### src/rtl/pll_sync_pkg.sv
// Shared definitions for consumers of the PLL-synchronized phase counter:
// counter width derivation, lock FSM encoding and the phase successor rule.
package pll_sync_pkg;

    typedef enum logic [1:0] {
        ST_UNLOCKED = 2'd0,
        ST_ACQUIRE  = 2'd1,
        ST_LOCKED   = 2'd2
    } lock_state_e;

    function automatic int cw_of(input int ratio);
        return $clog2(ratio);
    endfunction

    // Integer form on purpose: an out-of-range previous phase yields a successor no legal ctr can match
    function automatic int next_phase(input int phase, input int ratio);
        return (phase == ratio - 1) ? 0 : phase + 1;
    endfunction

endpackage

### src/rtl/pll_phase_deser_if.sv
// Sample-in / word-out bundle of the phase deserializer.
interface pll_phase_deser_if #(
    parameter int RATIO = 8,
    parameter int DW    = 16
);
    import pll_sync_pkg::*;

    localparam int CW = cw_of(RATIO);

    logic [CW-1:0]       ctr;
    logic [DW-1:0]       di;
    logic                di_valid;
    logic [DW*RATIO-1:0] dout;
    logic [RATIO-1:0]    dout_mask;
    logic                dout_valid;
    logic                locked;
    logic                slip;

    modport master (
        output ctr, di, di_valid,
        input  dout, dout_mask, dout_valid, locked, slip
    );

    modport slave (
        input  ctr, di, di_valid,
        output dout, dout_mask, dout_valid, locked, slip
    );

endinterface

### src/rtl/pll_phase_deser_lock_fsm.sv
// Phase-stream qualification: continuity check, clean-wrap counting, lock and slip flags.
module phase_lock_fsm
    import pll_sync_pkg::*;
#(
    parameter int RATIO      = 8,
    parameter int LOCK_WRAPS = 4
) (
    input  logic                    clk,
    input  logic                    rst_n,
    input  logic [cw_of(RATIO)-1:0] ctr_i,
    output logic                    good_o,
    output logic                    lock_next_o,
    output logic                    locked_o,
    output logic                    slip_o
);
    localparam int CW = cw_of(RATIO);
    localparam int WW = $clog2(LOCK_WRAPS + 1);

    lock_state_e   state_q, state_d;
    logic [WW-1:0] wraps_q, wraps_d;
    logic [CW-1:0] prev_q;
    logic          first_q;
    logic          slip_q;
    logic          good_s;
    logic          wrap_s;

    // Step classification against the previously sampled phase
    always_comb begin
        good_s = (int'(ctr_i) < RATIO) &&
                 (first_q || (int'(ctr_i) == next_phase(int'(prev_q), RATIO)));
        wrap_s = good_s && !first_q && (int'(prev_q) == RATIO - 1) && (ctr_i == {CW{1'b0}});
    end

    // State, wrap count, previous phase and slip pulse registers
    always_ff @(posedge clk) begin
        if (!rst_n) begin
            state_q <= ST_UNLOCKED;
            wraps_q <= {WW{1'b0}};
            prev_q  <= {CW{1'b0}};
            first_q <= 1'b1;
            slip_q  <= 1'b0;
        end else begin
            state_q <= state_d;
            wraps_q <= wraps_d;
            prev_q  <= ctr_i;
            first_q <= 1'b0;
            slip_q  <= !good_s;
        end
    end

    // Next-state logic
    always_comb begin
        state_d = state_q;
        wraps_d = wraps_q;
        case (state_q)
            ST_UNLOCKED: begin
                wraps_d = {WW{1'b0}};
                if (good_s) state_d = ST_ACQUIRE;
                else        state_d = ST_UNLOCKED;
            end
            ST_ACQUIRE: begin
                if (!good_s) begin
                    state_d = ST_UNLOCKED;
                    wraps_d = {WW{1'b0}};
                end else if (wrap_s) begin
                    if (int'(wraps_q) + 1 >= LOCK_WRAPS) begin
                        state_d = ST_LOCKED;
                        wraps_d = {WW{1'b0}};
                    end else begin
                        wraps_d = wraps_q + WW'(1'b1);
                    end
                end else begin
                    wraps_d = wraps_q;
                end
            end
            ST_LOCKED: begin
                if (!good_s) begin
                    state_d = ST_UNLOCKED;
                    wraps_d = {WW{1'b0}};
                end else begin
                    state_d = ST_LOCKED;
                end
            end
            default: begin
                state_d = ST_UNLOCKED;
                wraps_d = {WW{1'b0}};
            end
        endcase
    end

    // Outputs decoded from the registered state
    always_comb begin
        locked_o    = (state_q == ST_LOCKED);
        slip_o      = slip_q;
        good_o      = good_s;
        lock_next_o = (state_d == ST_LOCKED);
    end

endmodule

### src/rtl/pll_phase_deser.sv
// Fast-domain deserializer: gathers RATIO phase-indexed samples and launches the
// word at LAUNCH_PHASE so it is stable across the whole slow-clock period.
module pll_phase_deser
    import pll_sync_pkg::*;
#(
    parameter int RATIO        = 8,
    parameter int DW           = 16,
    parameter int LAUNCH_PHASE = 0,
    parameter int LOCK_WRAPS   = 4
) (
    input  logic               clk,
    input  logic               rst_n,
    pll_phase_deser_if.slave   bus
);
    logic                good_s;
    logic                lock_next_s;
    logic                locked_s;
    logic                slip_s;
    logic                ctr_ok_s;
    logic                launch_s;
    logic [RATIO*DW-1:0] work_q, work_d;
    logic [RATIO*DW-1:0] dout_q, dout_d;
    logic [RATIO-1:0]    mask_q, mask_d;
    logic [RATIO-1:0]    dmask_q, dmask_d;
    logic                dvalid_q, dvalid_d;

    phase_lock_fsm #(
        .RATIO      (RATIO),
        .LOCK_WRAPS (LOCK_WRAPS)
    ) u_lock (
        .clk         (clk),
        .rst_n       (rst_n),
        .ctr_i       (bus.ctr),
        .good_o      (good_s),
        .lock_next_o (lock_next_s),
        .locked_o    (locked_s),
        .slip_o      (slip_s)
    );

    // Slot writes and launch; the launch reads the buffer as it stood before this edge
    always_comb begin
        ctr_ok_s = int'(bus.ctr) < RATIO;
        launch_s = ctr_ok_s && (int'(bus.ctr) == LAUNCH_PHASE);
        work_d   = work_q;
        mask_d   = good_s ? mask_q : {RATIO{1'b0}};
        if (ctr_ok_s) begin
            mask_d[bus.ctr] = bus.di_valid;
            if (bus.di_valid) begin
                work_d[int'(bus.ctr)*DW +: DW] = bus.di;
            end else begin
                work_d[int'(bus.ctr)*DW +: DW] = work_q[int'(bus.ctr)*DW +: DW];
            end
        end else begin
            work_d = work_q;
        end
        dout_d   = launch_s ? work_q : dout_q;
        dmask_d  = launch_s ? mask_q : dmask_q;
        dvalid_d = lock_next_s && (launch_s || dvalid_q);
    end

    // Buffer and launch registers
    always_ff @(posedge clk) begin
        if (!rst_n) begin
            work_q   <= {(RATIO*DW){1'b0}};
            mask_q   <= {RATIO{1'b0}};
            dout_q   <= {(RATIO*DW){1'b0}};
            dmask_q  <= {RATIO{1'b0}};
            dvalid_q <= 1'b0;
        end else begin
            work_q   <= work_d;
            mask_q   <= mask_d;
            dout_q   <= dout_d;
            dmask_q  <= dmask_d;
            dvalid_q <= dvalid_d;
        end
    end

    assign bus.dout       = dout_q;
    assign bus.dout_mask  = dmask_q;
    assign bus.dout_valid = dvalid_q;
    assign bus.locked     = locked_s;
    assign bus.slip       = slip_s;

endmodule

### src/flat_wrapper.sv
// flat-port wrapper written by rule: the top's interface ports become plain ports
module pll_phase_deser_flat import pll_sync_pkg::*;
#(
    parameter int RATIO        = 8,
    parameter int DW           = 16,
    parameter int LAUNCH_PHASE = 0,
    parameter int LOCK_WRAPS   = 4
)
  (clk, rst_n, bus_ctr, bus_di, bus_di_valid, bus_dout, bus_dout_mask, bus_dout_valid, bus_locked, bus_slip);
  pll_phase_deser_if #(.RATIO(RATIO), .DW(DW)) bus_i ();
  input  logic clk;
  input  logic rst_n;
  input wire logic [$bits(bus_i.ctr)-1:0] bus_ctr;
  input wire logic [$bits(bus_i.di)-1:0] bus_di;
  input wire logic [$bits(bus_i.di_valid)-1:0] bus_di_valid;
  output wire logic [$bits(bus_i.dout)-1:0] bus_dout;
  output wire logic [$bits(bus_i.dout_mask)-1:0] bus_dout_mask;
  output wire logic [$bits(bus_i.dout_valid)-1:0] bus_dout_valid;
  output wire logic [$bits(bus_i.locked)-1:0] bus_locked;
  output wire logic [$bits(bus_i.slip)-1:0] bus_slip;
  assign bus_i.ctr = bus_ctr;
  assign bus_i.di = bus_di;
  assign bus_i.di_valid = bus_di_valid;
  assign bus_dout = bus_i.dout;
  assign bus_dout_mask = bus_i.dout_mask;
  assign bus_dout_valid = bus_i.dout_valid;
  assign bus_locked = bus_i.locked;
  assign bus_slip = bus_i.slip;
  pll_phase_deser #(.RATIO(RATIO), .DW(DW), .LAUNCH_PHASE(LAUNCH_PHASE), .LOCK_WRAPS(LOCK_WRAPS)) u_core (.clk(clk), .rst_n(rst_n), .bus(bus_i));
endmodule
### config.mk
export PLATFORM = sky130hd
export DESIGN_NAME = pll_phase_deser_flat
export DESIGN_NICKNAME = d
export VERILOG_FILES = /design/src/rtl/pll_sync_pkg.sv /design/src/rtl/pll_phase_deser_if.sv /design/src/rtl/pll_phase_deser_lock_fsm.sv /design/src/rtl/pll_phase_deser.sv /design/src/flat_wrapper.sv
export SDC_FILE = /design/constraint.sdc
export NUM_CORES = 1
export LEC_CHECK = 0
export ABC_AREA = 1
export CAP_MARGIN = 20
export CORE_MARGIN = 5
export CORE_UTILIZATION = 45
export CTS_CLUSTER_SIZE = 10
export DETAILED_ROUTE_END_ITERATION = 7
export HOLD_SLACK_MARGIN = 0.08
export PLACE_DENSITY = 0.7
export SYNTH_ARGS = -nofsm -noshare
export SYNTH_HDL_FRONTEND = slang
export SYNTH_HIERARCHICAL = 1
export SYNTH_SLANG_ARGS = --single-unit
### constraint.sdc
create_clock -name clk -period 2.2 [get_ports clk]
set_input_delay 0.33 -clock clk [delete_from_list [all_inputs] [get_ports clk]]
set_output_delay 0.33 -clock clk [all_outputs]
set_load 0.02 [all_outputs]
# ---- Yosys cells after proc, flatten, opt, wreduce, memory -nomap -nowiden
# Index checks and enable logic that the tools add are counted.
dict set report totals {
  regBits 283
  input_bits 22
  elab_cells 61
  output_inout_bits 139
}
dict set report op_classes {
  n_eq_ne 7
  magnitude_cmp 3
  n_mux 20
  n_reduce_logical 13
  add_sub_neg 4
  n_shift 4
}
# cell n
set op_table {}
lappend op_table {{128-bit bitwise mux} 2}
lappend op_table {{16-bit by 33-bit indexed part select with 128-bit output} 2}
lappend op_table {{128-bit 2-to-1 mux} 1}
lappend op_table {{16-bit by 33-bit variable shift with 128-bit output, first input constant} 1}
lappend op_table {{128-bit by 8-bit indexed part select with 16-bit output} 1}
lappend op_table {{7-bit negator with 33-bit output} 1}
lappend op_table {{3-bit 2-to-1 mux} 4}
lappend op_table {{3-bit by 1-bit adder with 4-bit output, second input constant} 2}
lappend op_table {{8-bit bitwise mux} 1}
lappend op_table {{2-bit 2-to-1 mux} 4}
lappend op_table {{8-bit 2-to-1 mux} 1}
lappend op_table {{3-bit zero test} 2}
lappend op_table {{2-bit case mux with 3 select lines} 1}
lappend op_table {{3-bit case mux with 2 select lines} 1}
lappend op_table {{1-bit logical AND} 5}
lappend op_table {{2-bit equality test, second input constant} 2}
lappend op_table {{3-bit by 4-bit equality test with 1-bit output} 1}
lappend op_table {{4-bit by 3-bit >= comparator with 1-bit output, second input constant} 1}
lappend op_table {{3-bit by 4-bit less-than comparator with 1-bit output, second input constant} 1}
lappend op_table {{4-bit 2-to-1 mux} 1}
lappend op_table {{3-bit by 1-bit adder with 3-bit output, second input constant} 1}
lappend op_table {{1-bit demux with 3-bit select} 1}
lappend op_table {{3-bit by 1-bit equality test with 1-bit output, second input constant} 1}
lappend op_table {{3-bit by 1-bit >= comparator with 1-bit output, second input constant} 1}
lappend op_table {{8 further kinds} 12}

# ---- Longest topological paths before layout
dict set report logic_depth {
  ltp_word 12
  ltp_mapped 16
  mapped_depth_nobuf 12
}

# ---- Cells and area by module
# The synthesis kept the hierarchy.
# mod area_per_inst_um2 cells_per_inst seq_area_each_um2 n_inst
set modules_own_cells {}
lappend modules_own_cells {pll_phase_deser 11731.3 1711 5465.2 1}
lappend modules_own_cells {phase_lock_fsm 524.3 78 200.2 1}

# ---- Worst setup path before layout
# Ideal clock, no wire load.
dict set report synth_timing {
  path_kind {input -> register}
  start {input bus_ctr[0]}
  end {register u_core.work_q[70]}
  setup_time_ns 0.128
  stages 11
  n_path_buf 5
  setup_slack_ns -0.168
  t_arrival_ns 2.240
  path_cell_list {buf_6 > inv_6 > buf_8 > buf_8 > buf_4 > ha_1 > ha_1 > inv_1 > nor3_2 > clkbuf_1 > a21oi_1}
}
dict set report synth_between {
  elab_chain_len 4
}
# item line_no
set synth_lines {}
lappend synth_lines {{from (decl)} flat_wrapper.sv:13} ;# input wire logic [$bits(bus_i.ctr)-1:0] bus_ctr;
lappend synth_lines {{128-bit by 8-bit indexed part select with 16-bit output / 7-bit negator with 33-bit output (equally long branches)} {pll_phase_deser.sv:51, pll_phase_deser.sv:49}}
lappend synth_lines {{16-bit by 33-bit indexed part select with 128-bit output (tied with other cells)} pll_phase_deser.sv:51} ;# work_d[int'(bus.ctr)*DW +: DW] = work_q[int'(bus.ctr)*DW +: DW];
lappend synth_lines {{128-bit bitwise mux, on equally long branches} {pll_phase_deser.sv:51, pll_phase_deser.sv:49}}
lappend synth_lines {{128-bit 2-to-1 mux *} pll_phase_deser.sv:48} ;# if (bus.di_valid) begin
lappend synth_lines {{to (signal assigned)} pll_phase_deser.sv:64} ;# work_q <= {(RATIO*DW){1'b0}};
lappend synth_lines {{to (signal assigned)} pll_phase_deser.sv:70} ;# work_q <= work_d;
lappend synth_lines {{to (decl)} pll_phase_deser.sv:21} ;# logic [RATIO*DW-1:0] work_q, work_d;
# Mark *: on every way between the ends. The rest lies on a longest branch, timed or not.
# A chain may end at the register's enable or synchronous reset.

# ---- Worst setup path in the final report
dict set report layout_timing {
  start {register u_core.u_lock.state_q[1]}
  end {output bus_locked}
}
dict set report layout_between {
  elab_chain_len 1
}
# item line_no
set layout_lines {}
lappend layout_lines {{from (decl)} pll_phase_deser_lock_fsm.sv:19} ;# lock_state_e state_q, state_d;
lappend layout_lines {{from (signal assigned)} pll_phase_deser_lock_fsm.sv:43} ;# state_q <= state_d;
lappend layout_lines {{2-bit equality test} pll_phase_deser_lock_fsm.sv:93} ;# locked_o = (state_q == ST_LOCKED);
lappend layout_lines {{to (decl)} flat_wrapper.sv:19} ;# output wire logic [$bits(bus_i.locked)-1:0] bus_locked;
# Every way passes these cells.

==> flow_summary.toml <==
[clock_tree]
htreeDepth = 2
numCtsBuffers = 35
root_buffer = "clkbuf_16"
clock-sinks = 283
postCtsSetupBuffers = 0
clk_pin_slew_ps = 50
cts_resized = 0
tritoncts = "built"
insertion_delay_ps = 510
cts_buffer_depth = 3
cts_hold_buf = 0

[layout]
drive_gt1_frac = 0.0893
stdcell_count = 2312
most-common-layout-cells = "nand2_1, nor2_1, dfxtp_1, o21ai_0, a21oi_1"
final_common_cell = "nand2_1"
n_antenna_cell = 0
num-nets-final = 1988
areaGrowthSynthToFinish_pct = 28.7
stdcell_area_mm2 = 0.0158

[synthesis]
yosys.cell_types.count = 31
synth_area_leaders = "dfxtp_1, nand2_1, o21ai_0"
post-synth-top-area-cell = "dfxtp_1"
ys_seq_area_frac = 0.462
ys_ff_latch = 283
synthCells = 1789
avgSynthCellArea_um2 = 6.85
synth.top_cell.area_share = 0.462
ys_warn_count = 6
synth.net_count = 1817
syn_area_mm2 = 0.0123

[sta]
relSlewSlack = 0.701
rsz0062_at_grt = "false"
worstMarginPinSlew_ps = 448
finalSetupViolations = 0
postLayoutSetupSlackWorst_ps = 143
fin_crit_sh = 0.935
clock_skew_ps = 15.9
fmax_mhz = 486
hold_viol_final = 0
slew_viol_final = 0
period_needed_ps = 2060

[place]
place.gp.congestion = 0.986
hpwl_um = 31300
dp.cells = 2264
io_buffers = 160
place_ws_ps = -222
placed_area_mm2 = 0.0148

[power]
leakage_nw = 7.20
p_per_area_mw_per_mm2 = 802
peakVddDrop_v = 0.000543
power.total_mw = 12.7

[critical_path]
critPathMaxFanout = 3
cpPeakStageDelay_ps = 640
rr_worst_depth = 13
r2r_end = "u_core/u_lock/state_q[0]"
worstPathArrival_ps = 1730
path_cells = "inv_1 -> nor2_1 -> clkdlybuf4s50_1"
start_kind = "register"
rr_startpoint = "u_core/u_lock/prev_q[0]"
endpoint = "bus_locked"
crit_type = "reg -> out"
ff2ff_setup_slack_ps = 280
worstSetupEndpointType = "primary output"
startpoint = "u_core/u_lock/state_q[1]"
worst_path_max_delay_cell = "clkdlybuf4s50_1"
required_ps = 1870

[route]
dr.pass1.iters = 5
top_layer_used = "met4"
routedWlPerCell_um = 19.4
viasPerCell = 5.49
wl_met1_um = 19200
num_vias = 12699
wl_met2_um = 18400
dr_wl_met3_um = 5000
drtIter0Drc = 1634
wirelength_um = 44800
drc = 0
drtAntennaViolNets = 0

[status]
outcome = "finished, final reports clean"

[die]
fp.dieH_um = 175
start_util = 0.456
die_w_um = 175
die-area_mm2 = 0.0306
ios = 161
rows = 60
core_area_mm2 = 0.0269

[grt]
grt_pass1_wl_um = 69000
grt_usage = 0.283
overflow = 0
grt_max_degree = 90
grt_pass1_vias = 11801
grt_antenna_before_repair = 0

[worst_hold_path]
hold_path_class = "in -> reg"
hold_path_depth = 3

[flow_run]
maxCapViolations = 0
==> synth_stat cells (all sizes together) <==
cell type / number
a211oi: 2
a21oi: 171
a22oi: 1
a311oi: 1
and3: 1
buf: 79
clkbuf: 56
clkinv: 3
dfxtp: 283
ha: 6
inv: 40
nand2: 488
nand3: 27
nand4: 6
nor2: 330
nor3: 5
o21ai: 289
or2: 1
==> where the power goes <==
| group | switching, mW | internal, mW |
|---|---|---|
| Clock | 2.09 | 3.07 |
| Combinational | 1.14 | 0.710 |
| Sequential | 0.238 | 5.41 |
==> routing by layer <==
layer,vias to the layer above,GRT usage
met5,-,0
met4,0,0.124
met3,129,0.0807
met2,662,0.413
met1,5792,0.389
li1,6116,-
==> cells by family after synthesis <==
| family | Yosys count | synth area share |
|---|---|---|
| compound gates | 464 | 0.190 |
| fa+ha+maj | 6 | 0.00613 |
| buf+inv | 178 | 0.0672 |
| flops | 283 | 0.462 |
| simple gates | 858 | 0.274 |
==> stage by stage <==
| step | utilization | TNS (ps) | hold WS [ps] |
|---|---|---|---|
| finish | 0.587 | 0 | 233 |
| global route | 0.587 | 0 | 247 |
| CTS | 0.587 | 0 | 229 |
| detailed placement | 0.550 | -15890 | 448 |
| global placement | 0.550 | -11000 | 441 |
| floorplan | - | 0 | 420 |
==> cell type report <==
type                            count  area (µm²)
Fill cell                        2538       11100
Multi-Input combinational cell   1328        5790
Sequential cell                   283        5670
Inverter                           43         173
Tap cell                          341         427
Clock inverter                      2        10.0
Timing Repair Buffer              269        2730
Clock buffer                       46         980
==> sequential cells by signal (all words and copies together), names as in the netlist <==
| register | flops |
|---|---|
| u_core/bus.dout_mask | 8 |
| u_core/bus.dout_valid | 1 |
| u_core/u_lock/slip_o | 1 |
| u_core/u_lock/first_q | 1 |
| u_core/u_lock/prev_q | 3 |
| u_core/u_lock/wraps_q | 3 |
| u_core/u_lock/state_q | 2 |
| u_core/bus.dout | 128 |
| u_core/mask_q | 8 |
| u_core/work_q | 128 |
==> worst max-delay path: cells and delay by family (launching register included) <==
| kind | cells | cell delay, ps |
|---|---|---|
| buffers and inverters | 2 | 710 |
| DFF | 1 | 350 |
| and+or+nand+nor | 1 | 160 |
==> how the worst min path moves through the flow <==
| stage | start | to | slack, ps |
|---|---|---|---|
| global route | rst_n | u_core/u_lock/prev_q[2] | 250 |
| CTS | rst_n | u_core/u_lock/prev_q[2] | 230 |
| global placement | u_core/u_lock/state_q[1] | u_core/u_lock/state_q[0] | 440 |
| detailed placement | u_core/u_lock/state_q[1] | u_core/u_lock/state_q[0] | 450 |
| finish | rst_n | u_core/u_lock/prev_q[2] | 230 |
| floorplan | rst_n | u_core/u_lock/first_q | 420 |
(Power assumes the default switching activity.)
